`src/rtl/instruction_fetch_mem.sv`:
```
// Instruction memory with a one-cycle registered fetch, RV32I field/immediate decode,
// valid/ready handshakes, fault flagging and a fetch counter. Optional macro: IMEM_PROG_PORT_EN.
module instruction_fetch_mem #(
  parameter int    DEPTH     = 128,
  parameter int    ADDR_W    = 32,
  parameter string INIT_FILE = ""
) (
  input  logic                      clk,
  input  logic                      reset,
  input  logic                      req_valid,
  output logic                      req_ready,
  input  logic [ADDR_W-1:0]         req_addr,
  output logic                      rsp_valid,
  input  logic                      rsp_ready,
  output logic [31:0]               instruction,
  output logic [6:0]                opcode,
  output logic [4:0]                wa,
  output logic [4:0]                ra,
  output logic [4:0]                rb,
  output logic [2:0]                funct3,
  output logic [6:0]                funct7,
  output logic [31:0]               imm,
  output logic                      fault,
  output logic [31:0]               fetch_count
`ifdef IMEM_PROG_PORT_EN
  ,
  input  logic                      prog_we,
  input  logic [$clog2(DEPTH)-1:0]  prog_addr,
  input  logic [31:0]               prog_data
`endif
);

  localparam int         IDX_W     = $clog2(DEPTH);
  localparam logic [31:0] NOP      = 32'h0000_0013;
  localparam logic [6:0] OP_R      = 7'b0110011;
  localparam logic [6:0] OP_IMM    = 7'b0010011;
  localparam logic [6:0] OP_LOAD   = 7'b0000011;
  localparam logic [6:0] OP_JALR   = 7'b1100111;
  localparam logic [6:0] OP_SYSTEM = 7'b1110011;
  localparam logic [6:0] OP_STORE  = 7'b0100011;
  localparam logic [6:0] OP_BRANCH = 7'b1100011;
  localparam logic [6:0] OP_LUI    = 7'b0110111;
  localparam logic [6:0] OP_AUIPC  = 7'b0010111;
  localparam logic [6:0] OP_JAL    = 7'b1101111;

  logic [31:0] r_mem [DEPTH];

`ifdef IMEM_PROG_PORT_EN
  // Not reset on purpose: programming is allowed while the fetch path is in reset.
  always_ff @(posedge clk) begin
    if (prog_we) r_mem[prog_addr] <= prog_data;
  end
`endif

  logic             r_rsp_valid;
  logic [31:0]      r_instruction;
  logic [6:0]       r_opcode;
  logic [4:0]       r_wa;
  logic [4:0]       r_ra;
  logic [4:0]       r_rb;
  logic [2:0]       r_funct3;
  logic [6:0]       r_funct7;
  logic [31:0]      r_imm;
  logic             r_fault;
  logic [31:0]      r_fetch_count;

  logic             w_accept;
  logic             w_misaligned;
  logic             w_out_of_range;
  logic             w_fault;
  logic [IDX_W-1:0] w_index;
  logic [31:0]      w_word;
  logic [4:0]       w_wa;
  logic [4:0]       w_ra;
  logic [4:0]       w_rb;
  logic [31:0]      w_imm;

  assign req_ready      = !r_rsp_valid || rsp_ready;
  assign w_accept       = req_valid && req_ready;
  assign w_misaligned   = req_addr[1:0] != 2'b00;
  assign w_out_of_range = (req_addr >> (IDX_W + 2)) != '0;
  assign w_fault        = w_misaligned || w_out_of_range;
  assign w_index        = req_addr[IDX_W+1:2];
  // A faulting fetch substitutes a NOP so the decode below naturally yields its fields.
  assign w_word         = w_fault ? NOP : r_mem[w_index];

  always_comb begin
    w_wa  = '0;
    w_ra  = '0;
    w_rb  = '0;
    w_imm = '0;
    case (w_word[6:0])
      OP_R: begin
        w_wa = w_word[11:7];
        w_ra = w_word[19:15];
        w_rb = w_word[24:20];
      end
      OP_IMM, OP_LOAD, OP_JALR, OP_SYSTEM: begin
        w_wa  = w_word[11:7];
        w_ra  = w_word[19:15];
        w_imm = {{20{w_word[31]}}, w_word[31:20]};
      end
      OP_STORE: begin
        w_ra  = w_word[19:15];
        w_rb  = w_word[24:20];
        w_imm = {{20{w_word[31]}}, w_word[31:25], w_word[11:7]};
      end
      OP_BRANCH: begin
        w_ra  = w_word[19:15];
        w_rb  = w_word[24:20];
        w_imm = {{19{w_word[31]}}, w_word[31], w_word[7], w_word[30:25], w_word[11:8], 1'b0};
      end
      OP_LUI, OP_AUIPC: begin
        w_wa  = w_word[11:7];
        w_imm = {w_word[31:12], 12'b0};
      end
      OP_JAL: begin
        w_wa  = w_word[11:7];
        w_imm = {{11{w_word[31]}}, w_word[31], w_word[19:12], w_word[20], w_word[30:21], 1'b0};
      end
      default: ;
    endcase
  end

  always_ff @(posedge clk or negedge reset) begin
    if (!reset) begin
      r_rsp_valid   <= 1'b0;
      r_instruction <= '0;
      r_opcode      <= '0;
      r_wa          <= '0;
      r_ra          <= '0;
      r_rb          <= '0;
      r_funct3      <= '0;
      r_funct7      <= '0;
      r_imm         <= '0;
      r_fault       <= 1'b0;
      r_fetch_count <= '0;
    end else if (w_accept) begin
      r_rsp_valid   <= 1'b1;
      r_instruction <= w_word;
      r_opcode      <= w_word[6:0];
      r_wa          <= w_wa;
      r_ra          <= w_ra;
      r_rb          <= w_rb;
      r_funct3      <= w_word[14:12];
      r_funct7      <= w_word[31:25];
      r_imm         <= w_imm;
      r_fault       <= w_fault;
      r_fetch_count <= r_fetch_count + 32'd1;
    end else if (rsp_ready) begin
      r_rsp_valid   <= 1'b0;
    end
  end

  assign rsp_valid   = r_rsp_valid;
  assign instruction = r_instruction;
  assign opcode      = r_opcode;
  assign wa          = r_wa;
  assign ra          = r_ra;
  assign rb          = r_rb;
  assign funct3      = r_funct3;
  assign funct7      = r_funct7;
  assign imm         = r_imm;
  assign fault       = r_fault;
  assign fetch_count = r_fetch_count;

endmodule

```
`config.mk`:
```
export PLATFORM = sky130hd
export DESIGN_NAME = instruction_fetch_mem
export DESIGN_NICKNAME = d
export VERILOG_FILES = /design/src/rtl/instruction_fetch_mem.sv
export SDC_FILE = /design/constraint.sdc
export NUM_CORES = 1
export LEC_CHECK = 0
export ABC_AREA = 1
export CAP_MARGIN = 20
export CORE_MARGIN = 2
export CORE_UTILIZATION = 35
export CTS_CLUSTER_DIAMETER = 40
export DETAILED_ROUTE_END_ITERATION = 8
export PLACE_DENSITY = 0.78
export SLEW_MARGIN = 30
export SYNTH_ARGS = -nofsm -noshare
export SYNTH_HDL_FRONTEND = slang
export SYNTH_SLANG_ARGS = --single-unit
```
`constraint.sdc`:
```
create_clock -name clk -period 1.4 [get_ports clk]
set_input_delay 0.14 -clock clk [delete_from_list [all_inputs] [get_ports clk]]
set_output_delay 0.14 -clock clk [all_outputs]
set_load 0.01 [all_outputs]
```
-- Yosys cells after proc, flatten, opt, wreduce, memory -nomap -nowiden
Index checks and enable logic that the tools add are counted.
- reductions and logical operators: 12
- multiplexer cells: 7
- add/sub/neg operators: 1
- equality and inequality tests: 10
- operators by type and width (operator ; count):
    32-bit one-hot mux with 5 select lines ; 1
    32-bit by 1-bit adder with 32-bit output, second input constant ; 1
    32-bit two-way mux ; 1
    32-bit nonzero test ; 1
    7-bit == test, second input constant ; 4
    7-bit by 6-bit == test with 1-bit output, second input constant ; 3
    5-bit two-way mux ; 3
    7-bit by 5-bit == test with 1-bit output, second input constant ; 2
    8-bit OR reduction ; 1
    7-bit by 2-bit == test with 1-bit output, second input constant ; 1
    7-bit OR reduction ; 1
    2-bit nonzero test ; 2
    4-bit OR reduction ; 1
    3-bit OR reduction ; 1
    1-bit logical OR ; 2
    1-bit two-way mux ; 2
    2-bit OR reduction ; 1
    1-bit logical AND ; 1
    1-bit logical NOT ; 1
- bits in registers: 130
- input port bits: 36
- word-level logic and storage cells: 41
- output and inout port bits: 131

-- Longest topological paths before layout
Gate-level depths: netlist of the first run.
- depth in word-level cells: 6
- mapped depth: 10

-- Worst setup path before layout of the first run
Ideal clock, no wire load.
- path type: reg2reg
- start: register r_fetch_count[0] (netlist: fetch_count[0])
- end: register r_fetch_count[24] (netlist: fetch_count[24])
- arrival: 1328 ps
- period minus slack after synthesis: 1445 ps
- setup slack: -45 ps
- required time: 1283 ps
- stages on the path, launching flop included: 9
- path through: dfrtp_1 > ha_1 > nand3_2 > nor2_4 > nand2_4 > nor2_4 > nand3_1 > nand2_1 > nand2_1
- word-level cells in the longest chain between the ends: 1
- RTL lines (what ; line ; source):
    from (decl) ; 65 ; logic [31:0] r_fetch_count;
    from (signal assigned) ; 149 ; r_fetch_count <= r_fetch_count + 32'd1;
    32-bit by 1-bit adder with 32-bit output ; 149 ;
No other way between the ends.
A chain may end at the register's enable or synchronous reset.

-- Worst setup path after layout of the first run
- start: register r_rsp_valid (netlist: rsp_valid)
- end: register r_fetch_count[11] (netlist: fetch_count[11])
- word-level cells in the longest chain between the ends: 3
- RTL lines (what ; line ; source):
    from (decl) ; 55 ; logic r_rsp_valid;
    from (signal assigned) ; 127 ; r_rsp_valid <= 1'b0;
    from (signal assigned) ; 139 ; r_rsp_valid <= 1'b1;
    from (signal assigned) ; 151 ; r_rsp_valid <= 1'b0;
    1-bit logical NOT ; 78 ; assign req_ready = !r_rsp_valid || rsp_ready;
    1-bit logical OR ; 78 ;
    1-bit logical AND ; 79 ; assign w_accept = req_valid && req_ready;
No other way between the ends.

==> run metrics, run 1 <==
Post-synth EDFFs=0; gr usage total=between 10 and 15%; register area share after synthesis=30.6%; WL per Instance=~13 um; DP HPWL=approximately 5200 um; initial antenna violation count=0; DP Worst Slack=-0.207 ns; syn_area_per_cell=7.99 um^2; post-route ant nets=0; Lkg Pwr=2.01 nW; nets=about 520; Syn Inst Count=roughly 360; Worst-path clk slew=roughly 0.080 ns; CTS tree=done; crit path DAT=1.62 ns; final setup fails=1; first-pass GRT wire length=10500 um; CP Capture Type=register; worst skew pair latency=0.29 ns; gr ovfl total=0; CORE AREA=roughly 0.0078 mm^2; max-cap viol count=0; Max Buffers Root-to-Sink=2; Crit Path Max Fanout=7; final worst path period share=100%; routability cong.=0.933; clk sinks=35; final WL=around 7300 um; area leader, netlist=dfrtp_1; layout cell share with drive strength beyond 1=28.4%; DIE AREA=0.00891 mm^2; via count=between 2000 and 3000; Synth top cells by count=buf_4 (96), nand2_1 (63), dfrtp_1 (35); Die Y=~94 um; final setup margin=-0.00567 ns; Yosys cell types=27; Area contributors post-synth=dfrtp_1 (31%), buf_4 (25%), nand2_1 (8.3%); pwr/cell area=roughly 850 mW/mm^2; starting density of the core=between 30 and 40%; synth warn=0; RSZ-0062 raised after global routing=true; DRC errors left=0; R2R Setup Slk=-0.006 ns; Yosys top cell area share=a little under a third; Die X=approximately 94 um; mean number of vias per cell=~4.3; CP Launch Type=register; hold-fix buffers at CTS=0; I/O Pins=roughly 170; Root Buffer=clkbuf_8; Synth async-reset ratio=100%; hold crit path type=in -> async; Rows=32; fillers=slightly above 700; First-pass DRT Iterations=5; failing checks=setup timing; final core utilization=roughly 50%; number of antenna diodes=0; outcome=finished with violations; Hold Violations, Final=0; CP Data Required Time=approximately 1.6 ns; fmax=between 700 and 800 MHz; number of synthesized register bits=35; critical path class=reg -> reg; max-slew violation count=0; vias in the first global route=~2200; CTS Buf Count=5; clock skew=between 0.01 and 0.015 ns; Detailed Route Iter0 Violations=about 160; # port buffers=between 60 and 70; Period minus WS final=between 1 and 1.5 ns; VDD IR-drop max=0.000361 V; Main synth FF type=dfrtp_1; largest net degree at the start of global routing=36; Area Growth Syn to Fin=37.4%; H-tree level count=2; most numerous cell in the Yosys netlist=buf_4; Synth Cell Area=~0.0029 mm^2
## layer usage
metal / global-route usage (%) / share of wire [%]
met5: 0 / 0
met4: 5.80 / 2.6
met3: 1.44 / 6.2
met2: 27.0 / 54
met1: 17.9 / 37
## report_power, final
group	switching (W)	total (W)	leakage [nW]	internal [W]
logic	0.000629	0.00117	1.54	0.000540
registers	0.000176	0.00133	0.423	0.00115
clock network	0.000379	0.000828	0.0515	0.000450
## kinds of logic after synthesis
logic type                 count (synthesis)  share of synthesized area [%]
and+or+nand+nor                          174                           33.1
buffers and inverters                    127                           29.3
DFF                                       35                           30.6
xor gates and xnor gates                  19                           6.08
AOI/OAI and AO/OA                          1                          0.306
adders and majority gates                  1                          0.438
other                                      1                          0.131
## per-stage QoR
step	power (W)	hold slack (ns)	TNS (ns)	cell area (um^2)	std cells
after floorplan	0.00203	-0.156	0	3200	447
after global placement	0.00238	0.492	-2.19	3520	551
after detailed placement	0.00240	0.501	-3.55	3520	551
after CTS	0.00321	0.240	0	3700	572
after global routing	0.00351	0.245	-0.953	3930	584
final	0.00333	0.227	-0.00567	3930	584
## cell usage in the layout, fill, tap and decap left out, types with 11 or more instances in the layout
master	count
nand2_1	56
dfrtp_1	19
dlygate4sd2_1	31
nand4_1	14
inv_1	26
nor2_1	25
nand2_2	16
nor2_4	12
buf_4	50
nand3_1	13
xnor2_1	11
conb_1	90
clkdlybuf4s50_1	32
dfrtp_2	16
## worst paths after layout
kind,start,endpoint,cells after the start
worst max-delay path,rsp_valid$_DFFE_PN0P_,fetch_count[11]$_DFFE_PN0P_,7
worst min-delay path,reset,fetch_count[18]$_DFFE_PN0P_,2
worst max register to register,rsp_valid$_DFFE_PN0P_,fetch_count[11]$_DFFE_PN0P_,7
worst min register to register,fault$_DFFE_PN0P_,fault$_DFFE_PN0P_,2
max in group asynchronous,reset,fetch_count[10]$_DFFE_PN0P_,2
min in group clk,req_valid,rsp_valid$_DFFE_PN0P_,3
## final cells by class
type	instances	area [um^2]	share of cell area (%)
Timing Repair Buffer	123	1100	27.9
Multi-Input combinational cell	285	1590	40.5
Inverter	31	116	2.96
Tap cell	102	128	3.25
Clock buffer	8	100	2.55
Sequential cell	35	896	22.8
## what timing repair did
| action | in CTS | in global routing |
|---|---|---|
| cloned | 0 | 0 |
| pin swaps | 1 | 10 |
| resized for setup | 43 | 40 |
| buffers inserted | 13 | 12 |
| setup endpoints to repair | 45 | 25 |
## critical path: stages (launching register included)
cell     delay, ns
dfrtp_1       0.43
nand2_2       0.13
nand2_4       0.11
nor2_4        0.13
nand2_4       0.07
nor2_4        0.17
buf_4         0.15
xor2_1        0.15
## registers in the layout, summed over array words and instances, names as in the netlist
name	cells
fault	1
opcode	1
fetch_count	32
rsp_valid	1
Note: power is estimated with default switching activity, not from simulation.
==> run 2: changes to the inputs <==
--- a/config.mk
+++ b/config.mk
@@ -7,6 +7,7 @@
 export LEC_CHECK = 0
 export ABC_AREA = 1
 export CAP_MARGIN = 20
+export CORE_ASPECT_RATIO = 1.5
 export CORE_MARGIN = 2
 export CORE_UTILIZATION = 35
 export CTS_CLUSTER_DIAMETER = 40
==> run metrics, run 2 (synthesis gave the netlist of run 1 again) <==
starting density of the core=35.9% (-0.69 points); number of antenna diodes=0 (unchanged); crit-path cells=ha_2, nand3_4, nor2_4, nand2_4, nor2_4, nand3_1, nand2_1, nand2_1; Detailed Route Iter0 Violations=132 (-19%); clk sinks=35 (unchanged); crit-path max cell delay=0.36 ns (-0.07 ns); Rows=40 (+25%); DRC errors left=0 (unchanged); DIE AREA=0.00892 mm^2 (+0.17%); VDD IR-drop max=0.000739 V (+100%); vias in the first global route=2453 (+11%); Crit Path Max Fanout=5 (-2); Lkg Pwr=2.05 nW (+2.0%); outcome=finished with violations; dpl cell area=0.00351 mm^2 (-0.32%); largest net degree at the start of global routing=36 (unchanged); layout cell share with drive strength beyond 1=25.5% (-2.9 points); WL per Instance=12.2 um (-2.5%); Die Y=115 um (+22%); H-tree level count=2 (unchanged); Setup crit start=fetch_count[0]$_DFFE_PN0P_; DP HPWL=5300 um (+0.95%); Worst-path clk slew=0.06 ns (-0.02 ns); routability cong.=0.863 (-7.5%); # port buffers=69 (unchanged); depth of the most critical reg-to-reg path=8 (+1); clock skew=0.00915 ns (-0.00196 ns); max-cap viol count=0 (unchanged); first-pass GRT wire length=11200 um (+6.9%); Period minus WS final=1.40 ns (-0.00502 ns); most frequent cells in the layout=conb_1 (90), nand2_1 (62), buf_4 (52), clkdlybuf4s50_1 (33), dlygate4sd2_1 (28); max-slew violation count=0 (unchanged); worst skew pair latency=0.29 ns (about the same); gr ovfl total=0 (unchanged); Root Buffer=clkbuf_16; Largest register FFs=32 (unchanged); RSZ-0062 raised after global routing=true; final setup fails=2 (+1); most common cell after layout, fill and taps aside=conb_1; Hold Violations, Final=0 (unchanged); via count=2562 (+1.7%); Max Buffers Root-to-Sink=2 (unchanged); final setup margin=-0.000655 ns (+0.00502 ns); Die X=77.8 um (-18%); CP Data Required Time=1.57 ns (-0.04 ns); final WL=7180 um (-2.0%); post-route ant nets=0 (unchanged); pwr/cell area=984 mW/mm^2 (+16%); fmax=714 MHz (+0.36%); CP Capture Type=register; I/O Pins=167 (unchanged); nets=518 (unchanged); setup TNS=-0.000826 ns (+0.00485 ns); final worst path period share=100% (-0.36 points); reg2reg start=fetch_count[0]$_DFFE_PN0P_; Slowest cell on crit path=dfrtp_2; critical path class=reg -> reg; post-route cell area=0.00394 mm^2 (+0.35%); crit path DAT=1.57 ns (-0.05 ns); First-pass DRT Iterations=4 (-1); initial antenna violation count=0 (unchanged); CTS tree=done; mean number of vias per cell=4.36 (+1.1%); failing checks=setup timing; hold crit path type=in -> async; CP Capture Point=fetch_count[24]$_DFFE_PN0P_; CTS Buf Count=5 (unchanged); gr usage total=15.8% (+0.97 points); reg2reg end=fetch_count[24]$_DFFE_PN0P_; CP Launch Type=register; Area Growth Syn to Fin=37.9%; CORE AREA=0.00796 mm^2 (+1.9%); R2R Setup Slk=-0.0007 ns (about the same)
-- run 2: cell count changes in the layout (fill, tap and decap cells not counted), sizes merged --
cell           delta
dlygate4sd2       -3
dlymetal6s2s      +1
bufinv            +1
clkbuf            -3
clkinv            +2
clkdlybuf4s50     +1
clkdlybuf4s15     +1
-- run 2: report_power, final --
group | switching (W) | total, W | leakage, nW | internal, W
Combinational | 0.000724 | 0.00136 | 1.54 | 0.000632
Clock | 0.000447 | 0.00129 | 0.0838 | 0.000839
Sequential | 0.0000959 | 0.00124 | 0.434 | 0.00114
-- run 2: routing by layer --
layer / GRT usage (%) / part of all wire [%] / vias to the layer above
met2: 29.4 / 52 / 154
met5: 0 / 0 / -
met3: 3.63 / 9.0 / 24
li1: - / - / 1181
met4: 7.02 / 3.3 / 0
met1: 16.6 / 36 / 1203
-- run 2: what timing repair did --
item	in CTS	in global routing
setup buffers	20	7
resized for setup	38	24
endpoints found under the setup margin	40	28
cloned	0	0
pin swaps	3	10
hold buffers	0	0
-- run 2: area by class of cell --
cell class	instances	area (um^2)
clock inverters	3	43.8
inverters	31	116
flip-flops and latches	35	886
fillers	755	4020
well taps	105	131
clock buffers	5	125
repair buffers	123	1090
multi-input cells	285	1550
-- run 2: worst max-delay path, delay by kind of cell, from the launching register on --
kind	cells	cell delay, ns
adder cells (fa/ha/maj)	1	0.21
flip-flops	1	0.36
AND/OR/NAND/NOR	7	0.70
-- run 2: how the worst min path moves through the flow --
stage	from	to	depth (start not counted)
final	reset	fetch_count[7]$_DFFE_PN0P_	2
after global placement	fetch_count[31]$_DFFE_PN0P_	fetch_count[31]$_DFFE_PN0P_	2
after detailed placement	fetch_count[31]$_DFFE_PN0P_	fetch_count[31]$_DFFE_PN0P_	2
after CTS	reset	fetch_count[7]$_DFFE_PN0P_	2
after floorplan	reset	fault$_DFFE_PN0P_	0
after global routing	reset	fetch_count[7]$_DFFE_PN0P_	2
-- run 2: through the flow --
stage / power (W) / util, % / setup WS (ns) / instances / hold slack (ns)
3_3_place_gp: 0.00243 / 44.1 / -0.187 / 552 / 0.499
3_5_place_dp: 0.00246 / 44.1 / -0.225 / 552 / 0.513
4_1_cts: 0.00383 / 47.9 / 0.00130 / 580 / 0.247
6_report: 0.00388 / 49.5 / -0.000655 / 587 / 0.240
5_1_grt: 0.00406 / 49.5 / -0.143 / 587 / 0.252
2_1_floorplan: 0.00203 / - / 0.0130 / 447 / -0.156
